`src/rtl/intc_pkg.sv`:
```
// Shared constants and helpers for the intc interrupt controller.
// Register offsets, the VECTOR valid bit position and the fixed-priority encoder.
package intc_pkg;

  localparam int INTC_MAXSRC    = 8;
  localparam int INTC_VALID_BIT = 7;

  typedef enum logic [1:0] {
    INTC_STATUS = 2'd0,
    INTC_MASK   = 2'd1,
    INTC_EDGE   = 2'd2,
    INTC_VECTOR = 2'd3
  } intc_reg_e;

  // Returns {valid, idx[2:0]} for the lowest set bit; index 0 wins.
  function automatic logic [3:0] intc_prio(input logic [INTC_MAXSRC-1:0] req);
    logic [3:0] res;
    res = 4'd0;
    for (int i = INTC_MAXSRC - 1; i >= 0; i--) begin
      if (req[i]) begin
        res = {1'b1, 3'(i)};
      end else begin
        res = res;
      end
    end
    return res;
  endfunction

endpackage

```
`src/rtl/intc_edge.sv`:
```
// Per-source input conditioning: optional 2-flop synchronizer, previous-sample
// flop, and the sampled level / rising-edge outputs.
module intc_edge #(
  parameter bit SYNC = 1'b0
) (
  input  logic clk,
  input  logic rst,
  input  logic irq_i,
  output logic s_o,
  output logic rise_o
);

  logic prev_q;

  generate
    if (SYNC) begin : g_sync
      logic [1:0] sync_q;

      // two-stage synchronizer for asynchronous request lines
      always_ff @(posedge clk or negedge rst) begin
        if (!rst) begin
          sync_q <= 2'b00;
        end else begin
          sync_q <= {sync_q[0], irq_i};
        end
      end

      assign s_o = sync_q[1];
    end else begin : g_nosync
      assign s_o = irq_i;
    end
  endgenerate

  // previous-cycle sample; not cleared by mode changes so no spurious edges
  always_ff @(posedge clk or negedge rst) begin
    if (!rst) begin
      prev_q <= 1'b0;
    end else begin
      prev_q <= s_o;
    end
  end

  assign rise_o = s_o & ~prev_q;

endmodule

```
`src/rtl/intc.sv`:
```
// Eight-source interrupt controller: pending/MASK/EDGE registers, fixed
// priority encoder, 4-byte register window and a registered intr output.
module intc
  import intc_pkg::*;
#(
  parameter int NSRC = 8,
  parameter bit SYNC = 1'b0
) (
  input  logic            clk,
  input  logic            rst,
  input  logic [1:0]      AD,
  input  logic [7:0]      DI,
  output logic [7:0]      DO,
  input  logic            rw,
  input  logic            cs,
  input  logic [NSRC-1:0] irq_in,
  output logic            intr
);

  localparam logic [INTC_MAXSRC-1:0] IMPL = INTC_MAXSRC'((9'd1 << NSRC) - 9'd1);

  logic [INTC_MAXSRC-1:0] s_s;
  logic [INTC_MAXSRC-1:0] rise_s;

  logic [INTC_MAXSRC-1:0] pend_q, pend_d;
  logic [INTC_MAXSRC-1:0] mask_q, mask_d;
  logic [INTC_MAXSRC-1:0] edge_q, edge_d;
  logic                   intr_q, intr_d;

  logic                   wr_s;
  logic [INTC_MAXSRC-1:0] set_s;
  logic [INTC_MAXSRC-1:0] clr_s;
  logic [INTC_MAXSRC-1:0] newly_edge_s;
  logic [3:0]             prio_s;

  genvar gi;
  generate
    for (gi = 0; gi < INTC_MAXSRC; gi++) begin : g_src
      if (gi < NSRC) begin : g_used
        intc_edge #(.SYNC(SYNC)) u_edge (
          .clk    (clk),
          .rst    (rst),
          .irq_i  (irq_in[gi]),
          .s_o    (s_s[gi]),
          .rise_o (rise_s[gi])
        );
      end else begin : g_unused
        assign s_s[gi]    = 1'b0;
        assign rise_s[gi] = 1'b0;
      end
    end
  endgenerate

  // bus write decode and next-state of the software-visible registers
  always_comb begin
    wr_s   = cs & ~rw;
    mask_d = mask_q;
    edge_d = edge_q;
    set_s  = rise_s;
    clr_s  = 8'h00;
    if (wr_s) begin
      case (AD)
        INTC_STATUS: clr_s  = DI & IMPL;
        INTC_MASK:   mask_d = DI & IMPL;
        INTC_EDGE:   edge_d = DI & IMPL;
        INTC_VECTOR: set_s  = rise_s | (DI & IMPL);
        default:     mask_d = mask_q;
      endcase
    end else begin
      clr_s = 8'h00;
    end
  end

  // pending: level bits track the input; edge bits set-wins over clear, and a
  // bit freshly switched into edge mode starts cleared
  always_comb begin
    newly_edge_s = edge_d & ~edge_q;
    pend_d = ((edge_d & (set_s | (pend_q & ~clr_s & ~newly_edge_s)))
            | (~edge_d & s_s)) & IMPL;
    intr_d = |(pend_q & mask_q);
  end

  // state registers
  always_ff @(posedge clk or negedge rst) begin
    if (!rst) begin
      pend_q <= 8'h00;
      mask_q <= 8'h00;
      edge_q <= 8'h00;
      intr_q <= 1'b0;
    end else begin
      pend_q <= pend_d;
      mask_q <= mask_d;
      edge_q <= edge_d;
      intr_q <= intr_d;
    end
  end

  assign intr   = intr_q;
  assign prio_s = intc_prio(pend_q & mask_q);

  // read mux, side-effect free and independent of cs
  always_comb begin
    DO = 8'h00;
    case (AD)
      INTC_STATUS: DO = pend_q;
      INTC_MASK:   DO = mask_q;
      INTC_EDGE:   DO = edge_q;
      INTC_VECTOR: DO = {prio_s[3], 4'b0000, prio_s[2:0]};
      default:     DO = 8'h00;
    endcase
  end

endmodule

```
`config.mk`:
```
export PLATFORM = sky130hd
export DESIGN_NAME = intc
export DESIGN_NICKNAME = d
export VERILOG_FILES = /design/src/rtl/intc_pkg.sv /design/src/rtl/intc_edge.sv /design/src/rtl/intc.sv
export SDC_FILE = /design/constraint.sdc
export NUM_CORES = 1
export LEC_CHECK = 0
export BUFFER_PORTS_ARGS = -buffer_cell sky130_fd_sc_hd__buf_2
export CORE_MARGIN = 2
export CORE_UTILIZATION = 49
export DETAILED_ROUTE_END_ITERATION = 10
export GPL_ROUTABILITY_DRIVEN = 0
export PLACE_DENSITY = 0.86
export SYNTH_ARGS = -nofsm -noshare
export SYNTH_HDL_FRONTEND = slang
export SYNTH_SLANG_ARGS = --single-unit
```
`constraint.sdc`:
```
create_clock -name clk -period 1.2 [get_ports clk]
set_input_delay 0 -clock clk [delete_from_list [all_inputs] [get_ports clk]]
set_output_delay 0 -clock clk [all_outputs]
set_load 0.02 [all_outputs]
```
==> summary.md <==
| Metric | Value |
|---|---|
| Hold Crit Endpoint | pend_q[0] |
| Post-Synthesis Cells | 152 |
| Residual DRC | 0 |
| CTS buffer count | 5 |
| Critical hold path startpoint | AD[0] |
| Port-buffer cells | 30 |
| First-pass GRT wire length | 7.35 mm |
| Hold Vio Cnt, Final | 0 |
| Leakage | 1.12 nW |
| Worst Skew | 0.00322 ns |
| Failing checks | negative setup slack |
| DIE AREA | 0.00394 mm² |
| TritonRoute pass-1 iters | 4 |
| Post-Syn Area per Cell | 11.1 µm² |
| Max Freq | 0.526 GHz |
| Clk sinks | 33 |
| Vias in the first global route | 1658 |
| Worst hold slack | 0.197 ns |
| Vias per cell | 5.35 |
| Outcome | complete, but fails checks |
| Finished Cell Area | 0.00245 mm² |
| Reg-to-reg setup timing slack | 0.04 ns |
| Worst-case clock buffer depth | 2 |
| Power per cell area | 1370 mW/mm² |
| Wire per inst | 14.9 µm |
| CTS Root Cell | clkbuf_4 |
| CP endpoint kind | output port |
| Placed inst area | 0.00211 mm² |
| Die Ht | 62.8 µm |
| Ant diodes | 0 |
| Worst VDD drop | 0.661 mV |
| Reg2reg start | pend_q[6] |
| Clock Pin Slew Worst Setup and Hold Paths | 0.10 ns |
| H-tree Lvls | 2 |
| Path type of the worst min-delay path | in2reg |
| Worst-skew pair later-pin latency | 0.34 ns |
| Initial antenna violation count | 0 |
| Share of cells above drive strength 1 | 44.5% |
| Setup Viol. Count Final | 8 |
| Post-route worst setup slack | -0.703 ns |
| DP Worst Slack | -0.344 ns |
| Die width | 62.8 µm |
| Area growth, synth to finish | 44.7% |
| Path depth of the worst reg2reg path | 4 |
| Max_cap viols | 0 |
| Met3 routed WL | 193 µm |
| Mapped Area | 0.00169 mm² |
| Seq/Total Area, Yosys | 48.8% |
| # IOs | 31 |
| Req. time, crit path | 1.20 ns |
| Fin crit share | 159% |
| Initial core utilization | 50.7% |
| Top Metal Used | met4 |
| Met1 WL | 1.86 mm |
| Slew @ Worst Pin | 0.424 ns |
| Core footprint | 0.00334 mm² |
| Synth warnings | 0 |
| Final Util | 73.4% |
| Gr ovfl total | 0 |
| RSZ-0062 raised after global routing | true |
| Slew HR | 71.7% |
| FF-to-FF End | intr |
| Worst-path fanout max | 2 |
| Rows | 21 |
| HPWL after DPL | 2.92 mm |
| Minimum clock period | 1.90 ns |
| Via count | 1508 |
| Largest net degree at the start of global routing | 34 |
| Routed WL | 4.22 mm |
| Critical Path Start Type | flop |
| Yosys cell types | 29 |
| Met2 routed wirelength | 2.13 mm |
| CTS tree | done |
| WHS Path Cells | 4 |
| Iter 0 DRT Violations | 61 |
| Seq cells post-synth | 33 |
| Synthesized Nets | 174 |
| Final net count | 258 |
| Antenna violation net count after detailed routing | 0 |
| Crit path kind | reg2out |
| Total power | 3.36 mW |
| Pins over their slew limit | 0 |
| Crit path DAT | 1.90 ns |
| Gr usage total | 23.8% |
## cell usage after synthesis
cell type / n / area [µm²]
mux2i_1: 5 / 50.1
mux4_2: 1 / 22.5
clkbuf_1: 1 / 3.75
nand2b_1: 1 / 6.26
nor2b_1: 3 / 18.8
a32o_1: 1 / 10.0
and2_1: 2 / 12.5
and4bb_1: 1 / 12.5
and3_1: 1 / 6.26
a31oi_1: 1 / 6.26
buf_2: 5 / 25.0
a221oi_1: 1 / 8.76
a21oi_1: 9 / 45.0
o31ai_1: 8 / 60.1
a21bo_1: 3 / 30.0
a221o_1: 1 / 10.0
buf_1: 2 / 7.51
nand3_1: 4 / 20.0
mux2_2: 16 / 180
a22oi_1: 2 / 15.0
nand4_2: 1 / 12.5
o21ai_0: 14 / 70.1
nor2_1: 10 / 37.5
dfrtp_1: 33 / 826
xnor2_1: 8 / 70.1
nand2_1: 11 / 41.3
mux4_1: 1 / 26.3
a21bo_2: 5 / 50.1
a211oi_1: 1 / 7.51
## stage by stage
step / instances / setup TNS (ns)
floorplan: 152 / -0.347
global placement: 253 / -1.09
detailed placement: 253 / -1.50
CTS: 281 / -2.67
global route: 282 / -3.25
finish: 282 / -2.66
## worst max-delay path, cell delays in order, from the launching register on
cell	delay (ns)
dfrtp_1	0.40
a22oi_2	0.22
and3_4	0.24
nand4_4	0.07
mux4_2	0.49
buf_6	0.15
## worst max-delay path by stage
stage / startpoint / end / cells past startpoint / slack [ns]
6_report: pend_q[6] / DO[7] / 5 / -0.70
5_1_grt: pend_q[6] / DO[7] / 5 / -0.77
3_3_place_gp: pend_q[6] / DO[7] / 5 / -0.31
3_5_place_dp: pend_q[6] / DO[7] / 5 / -0.34
2_1_floorplan: pend_q[6] / DO[7] / 4 / -0.20
4_1_cts: mask_q[6] / DO[7] / 5 / -0.69
## state kept, by name, indices dropped and copies added (netlist names)
signal,count
mask_q,8
intr,1
g_src.g_used.u_edge.prev_q,8
edge_q,8
pend_q,8
## cell type report
class	instances	area (µm²)
Timing Repair Buffer	85	646
Tap cell	46	57.6
Fill cell	237	888
Clock buffer	7	55.1
Multi-Input combinational cell	111	865
Sequential cell	33	826
## placed cells by master, fill, tap and decap left out
master	instances
a22oi_2	2
o21ai_1	4
mux2i_1	5
mux4_2	2
a21bo_1	3
buf_2	23
clkbuf_4	5
and3_4	1
a21oi_1	9
dfrtp_1	33
a31oi_1	1
nand2b_1	1
buf_6	6
xnor2_1	8
nor2_1	10
nand3_2	1
a211oi_1	1
nor2b_1	3
o31ai_1	8
clkbuf_8	1
and4bb_1	1
mux2_2	16
a221o_1	1
and2_1	2
a32o_2	1
a221oi_2	1
buf_4	39
nand4_4	1
nand2_1	10
dlygate4sd3_1	17
nand2_2	1
o21ai_0	10
nand3_1	3
clkbuf_1	1
a21bo_2	5
## cell families (layout without fill, tap and decap cells)
| family | count (synthesis) | after routing | synth area share, % |
|---|---|---|---|
| and+or+nand+nor | 34 | 34 | 9.91 |
| DFF | 33 | 33 | 48.8 |
| xor gates and xnor gates | 8 | 8 | 4.14 |
| muxes | 23 | 23 | 16.5 |
| buffers and inverters | 8 | 92 | 2.14 |
| AOI/OAI and AO/OA | 46 | 46 | 18.5 |
## per-layer routing
metal / track usage (%) / vias up
met2: 41.4 / 40
li1: - / 721
met4: 5.56 / 0
met3: 4.86 / 3
met5: 0 / -
met1: 30.5 / 744
## timing repair
action / in CTS / in global routing
endpoints found under the setup margin: 8 / 9
pin swaps: 8 / 3
setup buffers: 6 / 1
hold buffers: 17 / 0
resized for setup: 22 / 2
hold endpoints to repair: 57 / 0
## where the power goes
| group | internal [mW] | total [mW] | switching, mW |
|---|---|---|---|
| sequential | 1.30 | 1.42 | 0.124 |
| combinational | 0.718 | 1.30 | 0.583 |
| clock | 0.276 | 0.636 | 0.359 |
| total | 2.29 | 3.36 | 1.07 |
Power figures use the tool's default switching activity.
